--- src/rtl/hazard_pkg.sv ---
// Shared constants and helpers for the pipeline hazard controller.
package hazard_pkg;

    localparam logic [1:0] FWD_REG = 2'b00;
    localparam logic [1:0] FWD_WB  = 2'b01;
    localparam logic [1:0] FWD_MEM = 2'b10;

    localparam int REG_AW_DEF = 5;

    // Ceiling log2; returns at least 1 so a counter always has one bit.
    function automatic int clog2(input int value);
        int result;
        int remaining;
        result    = 0;
        remaining = value - 1;
        while (remaining > 0) begin
            result    = result + 1;
            remaining = remaining >> 1;
        end
        if (result < 1) begin
            result = 1;
        end
        return result;
    endfunction

endpackage

--- src/rtl/hazard_unit_mc_md_busy_counter.sv ---
// Multiply/divide occupancy scoreboard: a down-counter loaded with the op
// latency on issue; busy while non-zero.
module md_busy_counter
    import hazard_pkg::*;
#(
    parameter int MUL_LAT = 4,
    parameter int DIV_LAT = 32
) (
    input  logic clk,
    input  logic reset,
    input  logic start,
    input  logic is_div,
    output logic busy
);

    localparam int MAX_LAT = (MUL_LAT > DIV_LAT) ? MUL_LAT : DIV_LAT;
    localparam int CNT_W   = clog2(MAX_LAT + 1);
    localparam logic [CNT_W-1:0] MUL_LOAD = CNT_W'(MUL_LAT);
    localparam logic [CNT_W-1:0] DIV_LOAD = CNT_W'(DIV_LAT);

    logic [CNT_W-1:0] r_mdcnt;

    // A start while busy simply reloads the counter (restart).
    always_ff @(posedge clk or posedge reset) begin
        if (reset) begin
            r_mdcnt <= '0;
        end else if (start) begin
            r_mdcnt <= is_div ? DIV_LOAD : MUL_LOAD;
        end else if (r_mdcnt != '0) begin
            r_mdcnt <= r_mdcnt - 1'b1;
        end
    end

    assign busy = (r_mdcnt != '0);

endmodule

--- src/rtl/hazard_unit_mc.sv ---
// 5-stage MIPS hazard controller: forwarding selects, load-use / branch /
// mult-div stalls, and a saturating stall-cycle counter.
module hazard_unit_mc
    import hazard_pkg::*;
#(
    parameter int REG_AW  = REG_AW_DEF,
    parameter int MUL_LAT = 4,
    parameter int DIV_LAT = 32,
    parameter int PERF_W  = 32
) (
    input  logic              clk,
    input  logic              reset,
    input  logic [REG_AW-1:0] rsD,
    input  logic [REG_AW-1:0] rtD,
    input  logic [REG_AW-1:0] rsE,
    input  logic [REG_AW-1:0] rtE,
    input  logic [REG_AW-1:0] writeregE,
    input  logic [REG_AW-1:0] writeregM,
    input  logic [REG_AW-1:0] writeregW,
    input  logic              regwriteE,
    input  logic              regwriteM,
    input  logic              regwriteW,
    input  logic              memtoregE,
    input  logic              memtoregM,
    input  logic              branchD,
    input  logic              mdopD,
    input  logic              mfhiloD,
    input  logic              mdstartE,
    input  logic              mddivE,
    output logic              stallF,
    output logic              stallD,
    output logic              flushE,
    output logic              forwardAD,
    output logic              forwardBD,
    output logic [1:0]        forwardAE,
    output logic [1:0]        forwardBE,
    output logic              mdbusy,
    output logic [PERF_W-1:0] stall_cycles
);

    logic [REG_AW-1:0] w_src_e [2];
    logic [REG_AW-1:0] w_src_d [2];
    logic [1:0]        w_fwd_e [2];
    logic              w_fwd_d [2];
    logic              w_lwstall;
    logic              w_branchstall;
    logic              w_mdstall;
    logic              w_stall;
    logic              w_mdbusy;
    logic              w_e_hit;
    logic              w_m_hit;
    logic [PERF_W-1:0] r_stall_cycles;

    md_busy_counter #(
        .MUL_LAT (MUL_LAT),
        .DIV_LAT (DIV_LAT)
    ) u_md_busy_counter (
        .clk    (clk),
        .reset  (reset),
        .start  (mdstartE),
        .is_div (mddivE),
        .busy   (w_mdbusy)
    );

    assign w_src_e[0] = rsE;
    assign w_src_e[1] = rtE;
    assign w_src_d[0] = rsD;
    assign w_src_d[1] = rtD;

    // Operand 0 is A (rs), operand 1 is B (rt); M takes priority over W.
    generate
        for (genvar gi = 0; gi < 2; gi++) begin : g_fwd
            always_comb begin
                w_fwd_e[gi] = FWD_REG;
                if (w_src_e[gi] != '0 && w_src_e[gi] == writeregM && regwriteM) begin
                    w_fwd_e[gi] = FWD_MEM;
                end else if (w_src_e[gi] != '0 && w_src_e[gi] == writeregW && regwriteW) begin
                    w_fwd_e[gi] = FWD_WB;
                end
            end
            assign w_fwd_d[gi] = (w_src_d[gi] != '0) && (w_src_d[gi] == writeregM) && regwriteM;
        end
    endgenerate

    assign w_lwstall = memtoregE && (rtE != '0) && ((rsD == rtE) || (rtD == rtE));

    // A load in M cannot be forwarded to the D-stage comparator, so it stalls too.
    assign w_e_hit = regwriteE && (writeregE != '0) && ((writeregE == rsD) || (writeregE == rtD));
    assign w_m_hit = memtoregM && (writeregM != '0) && ((writeregM == rsD) || (writeregM == rtD));
    assign w_branchstall = branchD && (w_e_hit || w_m_hit);

    assign w_mdstall = (w_mdbusy || mdstartE) && (mfhiloD || mdopD);
    assign w_stall   = (w_lwstall || w_branchstall || w_mdstall) && !reset;

    assign stallF    = w_stall;
    assign stallD    = w_stall;
    assign flushE    = w_stall;
    assign forwardAE = reset ? FWD_REG : w_fwd_e[0];
    assign forwardBE = reset ? FWD_REG : w_fwd_e[1];
    assign forwardAD = w_fwd_d[0] && !reset;
    assign forwardBD = w_fwd_d[1] && !reset;
    assign mdbusy    = w_mdbusy;

    always_ff @(posedge clk or posedge reset) begin
        if (reset) begin
            r_stall_cycles <= '0;
        end else if (w_stall && (r_stall_cycles != '1)) begin
            r_stall_cycles <= r_stall_cycles + 1'b1;
        end
    end

    assign stall_cycles = r_stall_cycles;

endmodule

--- config.mk ---
export PLATFORM = sky130hd
export DESIGN_NAME = hazard_unit_mc
export DESIGN_NICKNAME = d
export VERILOG_FILES = /design/src/rtl/hazard_pkg.sv /design/src/rtl/hazard_unit_mc_md_busy_counter.sv /design/src/rtl/hazard_unit_mc.sv
export SDC_FILE = /design/constraint.sdc
export NUM_CORES = 1
export LEC_CHECK = 0
export CORE_UTILIZATION = 40
export CTS_BUF_LIST = sky130_fd_sc_hd__clkbuf_16
export DETAILED_ROUTE_END_ITERATION = 10
export GPL_TIMING_DRIVEN = 0
export PLACE_DENSITY = 0.71
export SYNTH_ARGS = -nofsm -noshare
export SYNTH_HDL_FRONTEND = slang
export SYNTH_HIERARCHICAL = 1
export SYNTH_SLANG_ARGS = --single-unit
--- constraint.sdc ---
create_clock -name clk -period 3.18 [get_ports clk]
set_clock_uncertainty 0.1 [all_clocks]
set_input_delay 0.318 -clock clk [delete_from_list [all_inputs] [get_ports clk]]
set_output_delay 0.318 -clock clk [all_outputs]
set_load 0.02 [all_outputs]
==> results.sh, run 1 <==
export IMPL_drv_slew=0
export IMPL_crit_family="buffers and inverters"
export IMPL_hp_class="in -> async"
export IMPL_yosys_area_share_simple_pct=29.3
export IMPL_core_area_mm2=0.00679
export IMPL_async_flop_share_pct=100
export IMPL_final_nets=446
export IMPL_met3_length_um=391
export IMPL_wl_met1_um=3190
export IMPL_whs_ns=0.196
export IMPL_synth_edff_count=0
export IMPL_cts_root_buf="clkbuf_16"
export IMPL_drv_cap=0
export IMPL_grt_usage_pct=20.3
export IMPL_synth_top_family_by_area="simple AND/OR/NAND/NOR gates"
export IMPL_synth_cell_type_count=45
export IMPL_drc_errors=0
export IMPL_wl_met2_um=3450
export IMPL_clk_latency_ns=0.29
export IMPL_fin_crit_ns=3.03
export IMPL_ir_worst_vdd_mv=0.216
export IMPL_max_freq_mhz=330
export IMPL_drt_iter0_drc=144
export IMPL_p_leak_nw=1.63
export IMPL_synth_flop_cell="dfrtp_1"
export IMPL_fin_util_pct=57.7
export IMPL_grt_ovfl_total=0
export IMPL_clockBufferDepth=2
export IMPL_crit_buf_inv=5
export IMPL_synth_seq_cells=38
export IMPL_status="finished, final reports clean"
export IMPL_synth_area_mm2=0.00282
export IMPL_grt_pass1_wl_um=11900
export IMPL_clkSinkCount=38
export IMPL_tightest_slew_ns=0.513
export IMPL_cts_tree="yes"
export IMPL_p_per_area_mw_per_mm2=463
export IMPL_synth_compound_area_share_pct=3.64
export IMPL_path_class="in -> out"
export IMPL_routed_wl_um=7110
export IMPL_finalNonFillerCells=493
export IMPL_dpl_cell_area_mm2=0.00374
export IMPL_grt_pass1_vias=2528
export IMPL_worst_path_largest_cell_delay_ns=0.54
export IMPL_r2r_setup_slack_ns=0.50
export IMPL_io_pins=89
export IMPL_setup_viol=0
export IMPL_muxShareOfSynthArea_pct=1.33
export IMPL_grt_max_degree=35
export IMPL_firstDrtPassIters=4
export IMPL_antenna_cells=0
export IMPL_rsz0062_at_grt="no"
export IMPL_highest_layer="met4"
export IMPL_fp_dieW_um=85.9
export IMPL_place_congestion=0.869
export IMPL_viasPerCell=5.33
export IMPL_path_cells="clkdlybuf4s50_1 > clkbuf_1 > clkinvlp_4 > clkbuf_2 > nand2_1 > nor3_1 > clkdlybuf4s50_1"
export IMPL_wl_per_cell_um=14.4
export IMPL_synthAdderAreaFrac_pct=1.33
export IMPL_syn_area_per_cell_um2=9.23
export IMPL_fp_row_count=30
export IMPL_start_util_pct=41.5
export IMPL_route_vias_total=2630
export IMPL_worst_path_max_fanout=10
export IMPL_cp_required_ns=2.76
export IMPL_die_area_mm2=0.00738
export IMPL_ant_nets=0
export IMPL_dp_cells=480
export IMPL_period_share_pct=95.4
export IMPL_drive_above_1_share_pct=9.32
export IMPL_relSlewSlack_pct=65.8
export IMPL_final_cell_mix="clkdlybuf4s50_1 (75), xor2_1 (52), dfrtp_1 (38)"
export IMPL_syn_to_final_growth_pct=39.1
export IMPL_crit_top_cell="clkdlybuf4s50_1"
export IMPL_hold_viol_final=0
export IMPL_yosysWarnings=6
export IMPL_final_common_cell="clkdlybuf4s50_1"
export IMPL_cp_arrival_ns=2.62
export IMPL_synth_nets=355
export IMPL_netlist_instances=305
export IMPL_dp_final_hpwl_um=5430
export IMPL_final_area_mm2=0.00392
export IMPL_numCtsBuffers=5
export IMPL_fillers=595
export IMPL_portBuffers=78
export IMPL_synth_xor_area_share_pct=25.5
export IMPL_antenna_found_initial=0
export IMPL_start_kind="input pin"
export IMPL_cts_max_level=2
export IMPL_end_kind="primary output"
export IMPL_ys_seq_area_share_pct=33.8
export IMPL_clkSlewWorstSetupHoldPaths_ns=0.06
export IMPL_slowest_stage="clkdlybuf4s50_1"
export IMPL_die_height_um=85.9
-- repair_timing --
action	CTS	global route
buffers inserted	2	3
endpoints found under the setup margin	3	4
pin swaps	2	1
gates resized for setup	3	1
hold buffers	0	0
-- registers in the layout, summed over array words and instances, names as in the netlist --
name and count:
stall_cycles 32, u_md_busy_counter/r_mdcnt 6
-- report_power, final --
part           switching, W  internal [W]
clock              0.000193      0.000286
combinational      0.000319      0.000351
sequential         0.000103      0.000563
total              0.000615       0.00120
-- path summary, 6_finish.rpt --
kind	from	to	depth (start not counted)
max in group asynchronous	reset	stall_cycles[24]	5
min in group clk	stall_cycles[5]	stall_cycles[5]	1
hold reg to reg	stall_cycles[5]	stall_cycles[5]	1
setup / recovery	reset	forwardAD	7
hold / removal	reset	u_md_busy_counter/r_mdcnt[5]	2
setup reg to reg	stall_cycles[2]	stall_cycles[5]	9
-- routing by layer --
layer / vias up / track usage [%]
met5: - / 0
met4: 0 / 5.91
met3: 9 / 4.14
met2: 82 / 33.6
met1: 1264 / 26.7
li1: 1275 / -
-- cell families (layout without fill, tap and decap cells) --
logic type,count (synthesis),in the layout
AOI/OAI and AO/OA,14,14
xor gates and xnor gates,82,82
DFF,38,38
muxes,3,3
buffers and inverters,27,119
adders and majority gates,3,3
and+or+nand+nor,138,138
-- layout make-up --
cell class	instances	area [um2]	share of cell area [%]
well taps	96	120	3.07
clock inverters	3	16.3	0.415
repair buffers	84	835	21.3
flip-flops and latches	38	951	24.3
clock buffers	5	125	3.19
inverters	6	26.3	0.671
plain buffers	21	123	3.13
multi-input cells	240	1720	43.9
-- through the flow --
step	power (W)	setup WS (ns)	TNS (ns)
3_5_place_dp	0.00133	-0.307	-0.805
3_3_place_gp	0.00131	-1.35	-12.72
4_1_cts	0.00182	0.0399	0
2_1_floorplan	0.00106	0.262	0
5_1_grt	0.00191	0.00788	0
6_report	0.00181	0.145	0
-- cell usage after synthesis (2+ instances only) --
library cell	number	area, um2
buf_4	2	15.0
o21a_1	2	15.0
nor3b_1	2	15.0
nand4_1	16	100
nor4_1	21	131
ha_1	3	37.5
o211ai_1	2	15.0
and4_1	3	26.3
and2_1	2	12.5
nor4b_1	3	26.3
a21oi_1	2	10.0
and3_1	7	43.8
nand3_1	21	105
clkbuf_1	10	37.5
o21ai_0	2	10.0
nand2_1	13	48.8
xor2_1	52	455
buf_6	4	45.0
nor3_1	17	85.1
xnor2_1	30	263
nor2b_1	2	12.5
or3_1	4	25.0
nor2_1	13	48.8
buf_2	3	15.0
inv_1	5	18.8
or4_1	6	45.0
dfrtp_1	38	951
nor3_2	2	20.0
mux2_2	2	22.5
(Power assumes the default switching activity.)
==> run 2, diff against run 1 <==
--- a/config.mk
+++ b/config.mk
@@ -5,6 +5,7 @@
 export SDC_FILE = /design/constraint.sdc
 export NUM_CORES = 1
 export LEC_CHECK = 0
+export CORE_ASPECT_RATIO = 0.7
 export CORE_UTILIZATION = 40
 export CTS_BUF_LIST = sky130_fd_sc_hd__clkbuf_16
 export DETAILED_ROUTE_END_ITERATION = 10
==> constraint.sdc (replaced) <==
create_clock -name clk -period 3.39 [get_ports clk]
set_clock_uncertainty 0.1 [all_clocks]
set_input_delay 0.339 -clock clk [delete_from_list [all_inputs] [get_ports clk]]
set_output_delay 0.339 -clock clk [all_outputs]
set_load 0.02 [all_outputs]
==> run 2 against run 1 <==
Compared with the run above:
- the flow now finishes with violations (DRC)
- combinational power is 6.6% lower
- register-to-register slack better by 0.17 ns
- non-clock buffer count is 3 lower
==> results.sh, run 2 (same netlist as run 1, synthesis figures left out) <==
export IMPL_viasPerCell=5.37
export IMPL_drive_above_1_share_pct=8.88
export IMPL_cts_root_buf="clkbuf_16"
export IMPL_antenna_cells=0
export IMPL_end_kind="primary output"
export IMPL_whs_ns=0.211
export IMPL_tightest_slew_ns=0.502
export IMPL_final_cell_mix="clkdlybuf4s50_1 (76), xor2_1 (52), dfrtp_1 (38)"
export IMPL_clkSlewWorstSetupHoldPaths_ns=0.06
export IMPL_portBuffers=78
export IMPL_fin_ws_ns=0.157
export IMPL_grt_usage_pct=21.3
export IMPL_drt_iter0_drc=138
export IMPL_clkSinkCount=38
export IMPL_rsz0062_at_grt="no"
export IMPL_grt_pass1_vias=2447
export IMPL_fin_crit_ns=3.23
export IMPL_start_kind="input pin"
export IMPL_fin_util_pct=57.5
export IMPL_p_leak_nw=1.63
export IMPL_max_freq_mhz=309
export IMPL_die_area_mm2=0.00739
export IMPL_die_height_um=72.2
export IMPL_route_vias_total=2622
export IMPL_path_class="in -> out"
export IMPL_drc_errors=2
export IMPL_clockBufferDepth=2
export IMPL_worstRegToRegCells=9
export IMPL_cts_max_level=2
export IMPL_reg2reg_from="stall_cycles[2]"
export IMPL_final_common_cell="clkdlybuf4s50_1"
export IMPL_dp_final_hpwl_um=5700
export IMPL_drv_cap=0
export IMPL_wl_per_cell_um=15.1
export IMPL_firstDrtPassIters=10
export IMPL_ir_worst_vdd_mv=0.198
export IMPL_setup_tns_final_ns=0
export IMPL_routed_wl_um=7370
export IMPL_fillers=608
export IMPL_syn_to_final_growth_pct=38.6
export IMPL_p_per_area_mw_per_mm2=437
export IMPL_io_pins=89
export IMPL_power_total_w=0.00170
export IMPL_fp_row_count=25
export IMPL_violations="DRC"
export IMPL_largest_register_ffs=32
export IMPL_fp_dieW_um=102
export IMPL_grt_pass1_wl_um=12100
export IMPL_worst_path_max_fanout=10
export IMPL_numCtsBuffers=5
export IMPL_cp_required_ns=2.95
export IMPL_hold_viol_final=0
export IMPL_cts_tree="yes"
export IMPL_hp_class="in -> async"
export IMPL_grt_max_degree=29
export IMPL_relSlewSlack_pct=66.4
export IMPL_core_area_mm2=0.00679
export IMPL_setup_viol=0
export IMPL_status="finished with violations"
export IMPL_place_congestion=0.869
export IMPL_drv_slew=0
export IMPL_period_share_pct=95.4
export IMPL_antenna_found_initial=0
export IMPL_reg2reg_to="stall_cycles[16]"
export IMPL_ant_nets=0
export IMPL_clk_latency_ns=0.28
export IMPL_grt_ovfl_total=0
export IMPL_final_nets=443
export IMPL_cp_arrival_ns=2.79
export IMPL_post_place_ws_ns=-0.155
export IMPL_start_util_pct=41.5
export IMPL_r2r_setup_slack_ns=0.67
[run 2: cell types whose count changed in the layout (fill, tap and decap cells not counted)]
cell             change
dlymetal6s2s_1       +2
buf_4                -3
clkdlybuf4s50_1      +1
clkbuf_2             +1
dlygate4sd2_1        -3
clkbuf_1             -1
[run 2: how the worst max path moves through the flow]
| stage | start | end | depth (start not counted) |
|---|---|---|---|
| after floorplan | reset | forwardAD | 5 |
| after global placement | reset | forwardBD | 7 |
| after detailed placement | writeregE[1] | stallF | 9 |
| after CTS | u_md_busy_counter/r_mdcnt[2] | stallF | 9 |
| after global routing | writeregE[1] | flushE | 8 |
| final | writeregE[1] | flushE | 8 |
[run 2: routing by layer]
| metal | routed length [um] | up-vias | global-route usage (%) |
|---|---|---|---|
| met3 | 589 | 8 | 4.53 |
| li1 | - | 1273 | - |
| met1 | 3530 | 1236 | 31.8 |
| met2 | 3180 | 105 | 30.8 |
| met4 | 70 | 0 | 6.03 |
| met5 | 0 | - | 0 |
[run 2: repair_timing]
action,4_1_cts,5_1_grt
hold buffers,0,0
resized for setup,0,5
setup buffers,2,0
endpoints found under the setup margin,3,6
pin swaps,2,0
[run 2: through the flow]
stage | instances | instance area, um2
6_report | 488 | 3900
5_1_grt | 488 | 3900
3_3_place_gp | 477 | 3710
3_5_place_dp | 478 | 3740
2_1_floorplan | 305 | 2820
4_1_cts | 488 | 3890
[run 2: critical path, stage by stage]
cell and delay (ns):
clkdlybuf4s50_1 0.48, or4_1 0.57, o211ai_1 0.18, a21oi_1 0.09, nor4_4 0.31, buf_6 0.19, nor2_1 0.08, clkdlybuf4s50_1 0.55
[run 2: where the power goes]
part	internal [W]	total, W	switching, W
combinational	0.000325	0.000625	0.000300
clock	0.000268	0.000453	0.000185
sequential	0.000528	0.000626	0.0000979
total	0.00112	0.00170	0.000583
[run 2: area by class of cell]
cell class | count | area, um2 | share of cell area (%)
Inverter | 6 | 26.3 | 0.673
Buffer | 21 | 124 | 3.17
Multi-Input combinational cell | 240 | 1720 | 44.1
Clock buffer | 5 | 125 | 3.21
Clock inverter | 3 | 16.3 | 0.417
Tap cell | 94 | 118 | 3.01
Sequential cell | 38 | 951 | 24.4
Timing Repair Buffer | 81 | 821 | 21.0
==> RTL change 1, RTL diff (flow settings as in run 1) <==
`DIV_LAT` is set to 32 in 2 places; all go to 16.
--- a/src/rtl/hazard_unit_mc_md_busy_counter.sv
+++ b/src/rtl/hazard_unit_mc_md_busy_counter.sv
@@ -4,7 +4,7 @@
     import hazard_pkg::*;
 #(
     parameter int MUL_LAT = 4,
-    parameter int DIV_LAT = 32
+    parameter int DIV_LAT = 16
 ) (
     input  logic clk,
     input  logic reset,
--- a/src/rtl/hazard_unit_mc.sv
+++ b/src/rtl/hazard_unit_mc.sv
@@ -5,7 +5,7 @@
 #(
     parameter int REG_AW  = REG_AW_DEF,
     parameter int MUL_LAT = 4,
-    parameter int DIV_LAT = 32,
+    parameter int DIV_LAT = 16,
     parameter int PERF_W  = 32
 ) (
     input  logic              clk,
Behaviour: no difference found for any inputs over 10 cycles, from zero or initial values and one cycle with reset high; that may be too few to reach the edited logic, so the function may still have changed.
==> RTL change 1 against run 1 <==
The flow now finishes with violations (design-rule violations); synthesized area is 3.3% lower; first-iteration DRC count down 0.69%; total power decreased by 3.2%; sequential cell count down 1; count of clock-buffer cells in the layout is the same; setup slack improved by 0.045 ns; cell area decreased by 3.0%; wire length down 2.1%; critical path type is now reg -> out; largest cell class unchanged.
==> RTL change 1: results (changes against run 1) <==
worst relative slew slack: 0.677 (was 0.658)
fin nets: 435 (was 446)
filler cell count in the final layout: 588 (was 595)
violated checks: design-rule violations
Setup WS post-layout: 0.190 ns (was 0.145 ns)
CP max stage cell: or4b_1 (was clkdlybuf4s50_1)
Internal: 1.20 mW (about the same)
pin count of the biggest net entering global routing: 32 (was 35)
Worst R2R End: stall_cycles[13] (was stall_cycles[5])
vias in the first global route: 2513 (was 2528)
first-pass GRT wire length: 11.7 mm (was 11.9 mm)
R2R Setup Slk: 0.54 ns (was 0.50 ns)
sequential power: 0.624 mW (was 0.666 mW)
commonest cells in the netlist: 51 x xor2_1, 37 x dfrtp_1, 30 x xnor2_1 (was 52 x xor2_1, 38 x dfrtp_1, 30 x xnor2_1)
Placed Cells: 454 (was 480)
pre-CTS setup slack: -0.321 ns (was -0.307 ns)
worst-path fanout max: 5 (was 10)
area of the multi-input gates: 0.00165 mm2 (was 0.00172 mm2)
crit path DAT: 2.57 ns (was 2.62 ns)
fraction of layout cells with a size suffix above 1: 0.0827 (was 0.0932)
run status: finished, violations left (was finished clean)
synth unique cells: 42 (was 45)
Via-to-Cell Ratio: 5.49 (was 5.33)
Worst VDD drop: 0.000267 V (was 0.000216 V)
detail-routed net length per standard cell: 15.0 um (was 14.4 um)
synthesized area per cell: 9.14 um2 (was 9.23 um2)
CP Launch Point: u_md_busy_counter/r_mdcnt[0] (was reset)
Slowest Stage Delay on Critical Path: 0.44 ns (was 0.54 ns)
Comb pwr share: 0.333 (was 0.369)
Final Total Pwr: 1.76 mW (was 1.81 mW)
Overall Global Routing Usage: 0.203 (about the same)
Cell Area, Placed: 0.00362 mm2 (was 0.00374 mm2)
initial DRC count: 143 (was 144)
DR DRC count: 6 (was 0)
placer congestion estimate: 0.852 (was 0.869)
syn nets: 347 (was 355)
-- RTL change 1: area by class of cell --
type | instances | area share
inverter | 6 | 0.00691
clock inverter | 3 | 0.00987
buffer | 22 | 0.0339
sequential | 37 | 0.244
tap | 77 | 0.0253
multi-input combinational | 233 | 0.434
clock buffer | 5 | 0.0329
timing repair buffer | 81 | 0.214
-- RTL change 1: cell families after synthesis --
family	count (synthesis)	synth area share
compound gates	15	0.0423
xor+xnor	81	0.260
fa+ha+maj	2	0.00919
buf+inv	28	0.0547
flops	37	0.340
mux	1	0.00551
simple gates	134	0.288
-- RTL change 1: timing repair --
action	in CTS	in global routing
setup buffers	2	0
resized for setup	3	3
pin swaps	1	1
endpoints found under the setup margin	3	7
hold endpoints to repair	0	0
-- RTL change 1: per-layer routing --
metal | GRT usage | vias to the layer above | share of wire
met5 | 0 | - | 0
li1 | - | 1242 | -
met3 | 0.0383 | 9 | 0.052
met1 | 0.269 | 1218 | 0.46
met4 | 0.0693 | 0 | 0.014
met2 | 0.335 | 77 | 0.48
==> RTL change 2, RTL diff (config.mk and constraints of run 1) <==
Without the edit above. Register the input `mddivE` before use. The logic sees it one clock later. The other inputs are not delayed to match.
--- a/src/rtl/hazard_unit_mc.sv
+++ b/src/rtl/hazard_unit_mc.sv
@@ -38,6 +38,12 @@
     output logic [PERF_W-1:0] stall_cycles
 );
 
+    logic mddivE_q;
+
+    always_ff @(posedge clk) begin
+        mddivE_q <= mddivE;
+    end
+
     logic [REG_AW-1:0] w_src_e [2];
     logic [REG_AW-1:0] w_src_d [2];
     logic [1:0]        w_fwd_e [2];
@@ -58,7 +64,7 @@
         .clk    (clk),
         .reset  (reset),
         .start  (mdstartE),
-        .is_div (mddivE),
+        .is_div (mddivE_q),
         .busy   (w_mdbusy)
     );
 
Formal check against the unedited RTL: not equivalent (Yosys sat finds a counterexample within 10 cycles, from zero or initial values and one cycle with reset high).
==> RTL change 2 against run 1 <==
Wire length up 2.8%; cell count is 0.20% higher; synthesized area is 0.71% higher; sequential share of layout area rose by 0.24 points; total power grew 5.7%; cell area up 1.1%; setup slack lost 0.0027 ns; critical path type is now reg -> out; sequential cell count up 1.
==> RTL change 2: results (changes against run 1) <==
WL final: 7.31 mm (was 7.11 mm)
f_max: 329 MHz (was 330 MHz)
Via-to-Cell Ratio: 5.34 (was 5.33)
Placed Cells: 481 (was 480)
Setup WS post-layout: 0.143 ns (was 0.145 ns)
Synth Area in Adders: 0.0132 (was 0.0133)
CP Launch Point: u_md_busy_counter/r_mdcnt[2] (was reset)
non-filler cells, final: 494 (was 493)
WL met3: 409 um (was 391 um)
Worst VDD drop: 0.000193 V (was 0.000216 V)
post-synthesis compound-gate area fraction: 0.0362 (was 0.0364)
initial DRC count: 139 (was 144)
worst relative slew slack: 0.688 (was 0.658)
Cell Area, Placed: 0.00376 mm2 (was 0.00374 mm2)
worst-path fanout max: 6 (was 10)
multiplexer share of the synthesized area: 0.0132 (was 0.0133)
R2R Setup Slk: 0.46 ns (was 0.50 ns)
Seq/Total Area, Yosys: 0.342 (was 0.338)
syn nets: 356 (was 355)
synth unique cells: 46 (was 45)
vias in the first global route: 2553 (was 2528)
fin nets: 447 (was 446)
first-pass GRT wire length: 12.2 mm (was 11.9 mm)
hold slack: 0.216 ns (was 0.196 ns)
run status: finished clean (unchanged)
Overall Global Routing Usage: 0.206 (was 0.203)
filler cell count in the final layout: 618 (was 595)
placer congestion estimate: 0.835 (was 0.869)
ys async rst share: 0.974 (was 1.00)
Worst setup endpoint: stallD (was forwardAD)
XOR/XNOR Fraction of Synth Area: 0.253 (was 0.255)
met2 wire length: 3.55 mm (was 3.45 mm)
fraction of layout cells with a size suffix above 1: 0.0955 (was 0.0932)
-- RTL change 2: cell count changes in the layout (fill, tap and decap cells not counted) --
cell               run 1  this run
bufinv_16              0         1
clkbuf_1               9         8
clkbuf_2               2         3
clkinvlp_4             2         1
dfxtp_1                0         1
-- RTL change 2: power by group --
group          total [mW]  switching, mW  internal [mW]
clock               0.565          0.199          0.366
combinational       0.671          0.321          0.350
sequential          0.683          0.107          0.576
total                1.92          0.627           1.29
-- RTL change 2: cells by family (layout without fill, tap and decap cells) --
group / after synthesis / count (layout)
xor gates and xnor gates: 82 / 82
adders and majority gates: 3 / 3
muxes: 3 / 3
and+or+nand+nor: 138 / 138
DFF: 39 / 39
buffers and inverters: 27 / 119
AOI/OAI and AO/OA: 14 / 14
-- RTL change 2: final cells by class --
class,instances,area [um2],share of cell area
Timing Repair Buffer,84,835,0.211
Inverter,6,26.3,0.00663
Buffer,21,124,0.0313
Clock inverter,3,38.8,0.00979
Tap cell,96,120,0.0303
Clock buffer,5,125,0.0316
Multi-Input combinational cell,240,1720,0.435
Sequential cell,39,971,0.245
-- RTL change 2: repair_timing --
| action | 4_1_cts | 5_1_grt |
|---|---|---|
| endpoints found under the setup margin | 3 | 6 |
| buffers inserted | 2 | 3 |
| gates resized for setup | 3 | 3 |
| pin swaps | 2 | 1 |
-- RTL change 2: per-layer routing --
layer  vias up  global-route usage
met5         -                   0
met4         0              0.0667
met3         8              0.0371
met2       110               0.355
met1      1245               0.261
li1       1276                   -
-- RTL change 2: critical path, cell delays in order (launching register included) --
cell and delay (ns):
dfrtp_1 0.42, or3_4 0.43, nor3b_4 0.21, inv_1 0.08, o22a_1 0.23, nor4_4 0.29, buf_6 0.17, nor2_1 0.06
buf_4 0.13, dlygate4sd2_1 0.31
